### src/rtl/pipe_ctrl_if.sv
// Hazard/stall scheduler port bundle.
// The slave side is the scheduler; the master side is the surrounding core.
interface pipe_ctrl_if #(
    parameter int CNT_W = 32
);
    logic             jump_req_i;
    logic [31:0]      jump_addr_i;
    logic             ex_busy_i;
    logic             ex_is_load_i;
    logic [4:0]       ex_rd_waddr_i;
    logic [4:0]       id_rs1_raddr_i;
    logic [4:0]       id_rs2_raddr_i;
    logic             bus_hold_i;
    logic [1:0]       hold_flag_o;
    logic             jump_flag_o;
    logic [31:0]      jump_addr_o;
    logic [CNT_W-1:0] stall_cnt_o;
    logic             stall_timeout_o;

    modport master (
        output jump_req_i, jump_addr_i, ex_busy_i, ex_is_load_i,
        output ex_rd_waddr_i, id_rs1_raddr_i, id_rs2_raddr_i, bus_hold_i,
        input  hold_flag_o, jump_flag_o, jump_addr_o,
        input  stall_cnt_o, stall_timeout_o
    );

    modport slave (
        input  jump_req_i, jump_addr_i, ex_busy_i, ex_is_load_i,
        input  ex_rd_waddr_i, id_rs1_raddr_i, id_rs2_raddr_i, bus_hold_i,
        output hold_flag_o, jump_flag_o, jump_addr_o,
        output stall_cnt_o, stall_timeout_o
    );
endinterface

### src/rtl/pipe_ctrl.sv
// Pipeline hazard/stall scheduler: jump flush, ex busy, load-use, bus hold.
// Produces the per-cycle hold code, redirect, stall counter and watchdog.
module pipe_ctrl #(
    parameter int FLUSH_CYC   = 1,
    parameter int TIMEOUT_CYC = 1024,
    parameter int CNT_W       = 32
) (
    input logic         clk,
    input logic         rst,
    pipe_ctrl_if.slave  bif
);
    localparam int FW = (FLUSH_CYC > 1) ? $clog2(FLUSH_CYC) : 1;
    localparam int WW = $clog2(TIMEOUT_CYC + 1);

    typedef enum logic [1:0] {IDLE, FLUSH, BUSY} state_e;

    state_e           state_q, state_d;
    logic [FW-1:0]    flush_q, flush_d;
    logic [CNT_W-1:0] cnt_q, cnt_d;
    logic [WW-1:0]    wd_q, wd_d;
    logic             timeout_q, timeout_d;

    logic [1:0]  hold_flag;
    logic        jump_flag;
    logic [31:0] jump_addr;
    logic        rs1_hit, rs2_hit, load_use;

    assign rs1_hit  = (bif.id_rs1_raddr_i != 5'd0) &&
                      (bif.id_rs1_raddr_i == bif.ex_rd_waddr_i);
    assign rs2_hit  = (bif.id_rs2_raddr_i != 5'd0) &&
                      (bif.id_rs2_raddr_i == bif.ex_rd_waddr_i);
    assign load_use = bif.ex_is_load_i && (bif.ex_rd_waddr_i != 5'd0) &&
                      (rs1_hit || rs2_hit);

    // Next state and hold code, priority jump > flush > busy > load-use > bus.
    always_comb begin
        state_d   = state_q;
        flush_d   = flush_q;
        hold_flag = 2'd0;
        jump_flag = 1'b0;
        jump_addr = 32'd0;
        if (bif.jump_req_i) begin
            jump_flag = 1'b1;
            jump_addr = bif.jump_addr_i;
            hold_flag = 2'd3;
            if (FLUSH_CYC > 1) begin
                state_d = FLUSH;
                flush_d = FW'(FLUSH_CYC - 1);
            end else begin
                state_d = IDLE;
                flush_d = '0;
            end
        end else if (state_q == FLUSH) begin
            hold_flag = 2'd3;
            if (flush_q <= FW'(1)) begin
                state_d = IDLE;
                flush_d = '0;
            end else begin
                flush_d = flush_q - FW'(1);
            end
        end else if (bif.ex_busy_i) begin
            hold_flag = 2'd3;
            state_d   = BUSY;
        end else begin
            state_d = IDLE;
            if (load_use) begin
                hold_flag = 2'd3;
            end else if (bif.bus_hold_i) begin
                hold_flag = 2'd1;
            end
        end
        if (rst) begin
            hold_flag = 2'd0;
            jump_flag = 1'b0;
            jump_addr = 32'd0;
        end
    end

    // Saturating stall counter and consecutive-stall watchdog.
    always_comb begin
        cnt_d     = cnt_q;
        wd_d      = wd_q;
        timeout_d = timeout_q;
        if (hold_flag != 2'd0) begin
            if (cnt_q != '1) begin
                cnt_d = cnt_q + CNT_W'(1);
            end
            if (wd_q != WW'(TIMEOUT_CYC)) begin
                wd_d = wd_q + WW'(1);
            end
            if (wd_q >= WW'(TIMEOUT_CYC - 1)) begin
                timeout_d = 1'b1;
            end
        end else begin
            wd_d = '0;
        end
    end

    // State, flush counter, stall counter and watchdog registers.
    always_ff @(posedge clk) begin
        if (rst) begin
            state_q   <= IDLE;
            flush_q   <= '0;
            cnt_q     <= '0;
            wd_q      <= '0;
            timeout_q <= 1'b0;
        end else begin
            state_q   <= state_d;
            flush_q   <= flush_d;
            cnt_q     <= cnt_d;
            wd_q      <= wd_d;
            timeout_q <= timeout_d;
        end
    end

    assign bif.hold_flag_o     = hold_flag;
    assign bif.jump_flag_o     = jump_flag;
    assign bif.jump_addr_o     = jump_addr;
    assign bif.stall_cnt_o     = cnt_q;
    assign bif.stall_timeout_o = timeout_q;
endmodule

### src/flat_wrapper.sv
// flat-port wrapper written by rule: the top's interface ports become plain ports
module pipe_ctrl_flat 
#(
    parameter int FLUSH_CYC   = 1,
    parameter int TIMEOUT_CYC = 1024,
    parameter int CNT_W       = 32
)
  (clk, rst, bif_jump_req_i, bif_jump_addr_i, bif_ex_busy_i, bif_ex_is_load_i, bif_ex_rd_waddr_i, bif_id_rs1_raddr_i, bif_id_rs2_raddr_i, bif_bus_hold_i, bif_hold_flag_o, bif_jump_flag_o, bif_jump_addr_o, bif_stall_cnt_o, bif_stall_timeout_o);
  pipe_ctrl_if #(.CNT_W(CNT_W)) bif_i ();
  input logic clk;
  input logic rst;
  input wire logic [$bits(bif_i.jump_req_i)-1:0] bif_jump_req_i;
  input wire logic [$bits(bif_i.jump_addr_i)-1:0] bif_jump_addr_i;
  input wire logic [$bits(bif_i.ex_busy_i)-1:0] bif_ex_busy_i;
  input wire logic [$bits(bif_i.ex_is_load_i)-1:0] bif_ex_is_load_i;
  input wire logic [$bits(bif_i.ex_rd_waddr_i)-1:0] bif_ex_rd_waddr_i;
  input wire logic [$bits(bif_i.id_rs1_raddr_i)-1:0] bif_id_rs1_raddr_i;
  input wire logic [$bits(bif_i.id_rs2_raddr_i)-1:0] bif_id_rs2_raddr_i;
  input wire logic [$bits(bif_i.bus_hold_i)-1:0] bif_bus_hold_i;
  output wire logic [$bits(bif_i.hold_flag_o)-1:0] bif_hold_flag_o;
  output wire logic [$bits(bif_i.jump_flag_o)-1:0] bif_jump_flag_o;
  output wire logic [$bits(bif_i.jump_addr_o)-1:0] bif_jump_addr_o;
  output wire logic [$bits(bif_i.stall_cnt_o)-1:0] bif_stall_cnt_o;
  output wire logic [$bits(bif_i.stall_timeout_o)-1:0] bif_stall_timeout_o;
  assign bif_i.jump_req_i = bif_jump_req_i;
  assign bif_i.jump_addr_i = bif_jump_addr_i;
  assign bif_i.ex_busy_i = bif_ex_busy_i;
  assign bif_i.ex_is_load_i = bif_ex_is_load_i;
  assign bif_i.ex_rd_waddr_i = bif_ex_rd_waddr_i;
  assign bif_i.id_rs1_raddr_i = bif_id_rs1_raddr_i;
  assign bif_i.id_rs2_raddr_i = bif_id_rs2_raddr_i;
  assign bif_i.bus_hold_i = bif_bus_hold_i;
  assign bif_hold_flag_o = bif_i.hold_flag_o;
  assign bif_jump_flag_o = bif_i.jump_flag_o;
  assign bif_jump_addr_o = bif_i.jump_addr_o;
  assign bif_stall_cnt_o = bif_i.stall_cnt_o;
  assign bif_stall_timeout_o = bif_i.stall_timeout_o;
  pipe_ctrl #(.FLUSH_CYC(FLUSH_CYC), .TIMEOUT_CYC(TIMEOUT_CYC), .CNT_W(CNT_W)) u_core (.clk(clk), .rst(rst), .bif(bif_i));
endmodule
### config.mk
export PLATFORM = sky130hd
export DESIGN_NAME = pipe_ctrl_flat
export DESIGN_NICKNAME = d
export VERILOG_FILES = /design/src/rtl/pipe_ctrl_if.sv /design/src/rtl/pipe_ctrl.sv /design/src/flat_wrapper.sv
export SDC_FILE = /design/constraint.sdc
export NUM_CORES = 1
export LEC_CHECK = 0
export CAP_MARGIN = 20
export CORE_MARGIN = 10
export CORE_UTILIZATION = 35
export DETAILED_ROUTE_END_ITERATION = 12
export PLACE_DENSITY_LB_ADDON = 0.25
export SKIP_CTS_REPAIR_TIMING = 1
export SLEW_MARGIN = 20
export SYNTH_ARGS = -nofsm -noshare
export SYNTH_HDL_FRONTEND = slang
export SYNTH_SLANG_ARGS = --single-unit
export TNS_END_PERCENT = 1
### constraint.sdc
create_clock -name clk -period 2.52 [get_ports clk]
set_clock_uncertainty 0.05 [all_clocks]
set_input_delay 0.252 -clock clk [delete_from_list [all_inputs] [get_ports clk]]
set_output_delay 0.252 -clock clk [all_outputs]
set_load 0.05 [all_outputs]
==> flow_summary.toml <==
[finish]
final_cell_mix = "clkdlybuf4s50_1 (82), dfxtp_1 (44), buf_12 (35), and2_1 (33), a21oi_1 (31)"
syn_to_final_growth_pct = 69.4
final_util_pct = 61.5
layout-drive-gt1-share_pct = 16.3
diodes = 0
final_common_cell = "clkdlybuf4s50_1"
nets = 510

[yosys]
synthXorXnorAreaFrac_pct = 5.59
yosys_warnings = 0
synth_top_family_by_area = "simple AND/OR/NAND/NOR gates"
postSynthCellCount = 330
netlist_area_um2 = 2660
yosysSeqAreaShare_pct = 33.1
synth_cell_type_count = 43
synthMuxAreaShare_pct = 1.64
synth_fp_nets = 386
synth-adder-area-share_pct = 1.41
synth_compound_area_share_pct = 16.8
async_reset_ff_share_pct = 0
synth-main-ff-cell = "dfxtp_1"
synth_edf_count = 0
synth_simple_gate_area_share_pct = 36.8
syn_area_per_cell_um2 = 8.07
synth_seq_cells = 44

[critical_path]
cp_slowest_cell = "clkdlybuf4s50_1"
required_ns = 2.22
cp_cell_sequence = "clkdlybuf4s50_1 -> xor2_1 -> nor4_2 -> a22oi_2 -> o21a_4 -> or2_4 -> inv_1 -> buf_6"
rr_worst_depth = 5
crit_type = "primary input to primary output"
max_stage_delay_ns = 0.46
cp-start-kind = "primary input"
arrival_ns = 2.06
endpoint_kind = "primary output"
path_max_fanout = 6

[sta]
setup_tns_ns = 0
rsz0062_at_grt = "false"
period_needed_ns = 2.36
hold_viol = 0
fin_ws_ns = 0.160
timing.fmax_ghz = 0.424
whs_ns = 0.454
relSlewSlack_pct = 63.9
tightest_slew_ns = 0.540
drv_slew = 0
setup_viol = 0
period_share_pct = 93.6

[pwr]
p_seq_share_pct = 41.6
peakVddDrop_mv = 0.294
combPwrFrac_pct = 23.8
p_leak_uw = 0.00157
power.share.clock_pct = 34.6
p_sw_uw = 457
swShare_pct = 26.6
intPower_uw = 1260
pwr_density_cell_nw_per_um2 = 381

[routing]
drtIter0Drc = 95
ant_nets = 0
vias_per_cell = 5.18
vias = 2872
dr.pass1.iters = 4
drt_drc_violations_left = 0
wirelength_mm = 9.21
wl_per_cell_um = 16.6

[placed_design]
dp_slack_ns = -0.0550
globalplace.congestion = 0.811
hpwlAfterDp_mm = 7.31
io_buffer_count = 120

[cts]
cts_max_level = 2
cts_buffers = 5
worstSkewPairLatency_ns = 0.30
cts_root_buffer = "clkbuf_8"
clkSinkCount = 44
cts_buffer_depth = 2
cts_tree = "built"
path_clk_slew_ns = 0.08

[floorplan]
ios = 121
die_area_um2 = 11500
initial_core_util_pct = 36.3
fp.coreArea_um2 = 7330
placementRows = 31
die_h_um = 107
fp.dieW_um = 107

[grt]
first_global_vias = 2682
gr-total-overflow = 0
grtUsageTotal_pct = 15.7
grt_start_max_net_pins = 39
grt_pass1_wl_mm = 14.8
antenna_found_initial = 0

[min_path]
whs_path_depth = 1
hp-class = "register to register"

[run]
maxCapViolations = 0

[run_status]
status = "completed"
[synthesized netlist by cell type, types with 2 or more instances]
library cell / number / share of area [%]
o31ai_1: 23 / 6.5
mux2_2: 3 / 1.3
nor4_1: 7 / 1.6
nand4_1: 7 / 1.6
nor4_2: 2 / 0.94
and2_1: 33 / 7.8
o41ai_1: 2 / 0.66
nor3_1: 4 / 0.75
buf_6: 2 / 0.85
or4_1: 24 / 6.8
xnor2_1: 5 / 1.6
xor2_1: 12 / 3.9
or3_1: 6 / 1.4
inv_1: 7 / 0.99
dfxtp_1: 44 / 33
nor2b_1: 3 / 0.70
o21ba_2: 2 / 0.75
buf_2: 7 / 1.3
and4_1: 4 / 1.3
o21ai_0: 6 / 1.1
and3_1: 6 / 1.4
nand3_1: 17 / 3.2
nor2_1: 25 / 3.5
ha_1: 3 / 1.4
a21oi_1: 31 / 5.8
nand2_1: 18 / 2.5
clkbuf_1: 9 / 1.3
or2_2: 3 / 0.70
[path summary, 6_finish.rpt]
kind                                              endpoint  slack (ns)                       start
worst max-delay path                    bif_hold_flag_o[0]        0.16       bif_id_rs2_raddr_i[3]
worst min-delay path            u_core.bif.stall_cnt_o[19]        0.45  u_core.bif.stall_cnt_o[19]
worst max register to register  u_core.bif.stall_cnt_o[23]        0.29   u_core.bif.stall_cnt_o[7]
worst min register to register  u_core.bif.stall_cnt_o[19]        0.45  u_core.bif.stall_cnt_o[19]
[kinds of logic (layout without fill, tap and decap cells)]
logic type      Yosys count  in the layout
compound gates           69             69
buf+inv                  26            151
mux                       4              4
flops                    44             44
simple gates            167            167
xor+xnor                 17             17
fa+ha+maj                 3              3
[layer usage]
layer  vias up  track usage [%]  wire, um
li1       1472                -         -
met1      1330             18.8      3960
met2        65             28.0      4820
met3         5             3.35       390
met4         0             2.90        42
met5         -                0         0
[per-stage QoR]
stage / power (uW) / instances / area [um^2]
floorplan: 912 / 330 / 2660
global placement: 1130 / 546 / 4360
detailed placement: 1140 / 546 / 4360
CTS: 1720 / 554 / 4490
global route: 1780 / 554 / 4510
finish: 1720 / 554 / 4510
[critical path, delay by kind of cell]
family          cells  cell delay (ns)
buf+inv             3             0.70
compound gates      2             0.38
xor+xnor            1             0.17
simple gates        2             0.56
[flip-flops by register name (all words and copies together) (netlist names)]
signal and cells:
u_core.bif.stall_timeout_o 1, u_core.bif.stall_cnt_o 32, u_core.wd_q 11
[layout make-up]
type / instances / area, um^2
Inverter: 7 / 26.3
Multi-Input combinational cell: 260 / 1670
Tap cell: 99 / 124
Timing Repair Buffer: 136 / 1680
Clock buffer: 7 / 96.3
Fill cell: 625 / 2820
Clock inverter: 1 / 30.0
Sequential cell: 44 / 881
[power groups by stage]
stage / combinational [uW] / clock (uW) / sequential, uW
after detailed placement: 406 / 0 / 730
final: 408 / 595 / 714
after global placement: 401 / 0 / 730
after global routing: 431 / 630 / 716
after CTS: 407 / 602 / 714
after floorplan: 168 / 0 / 743
(Power assumes the default switching activity.)
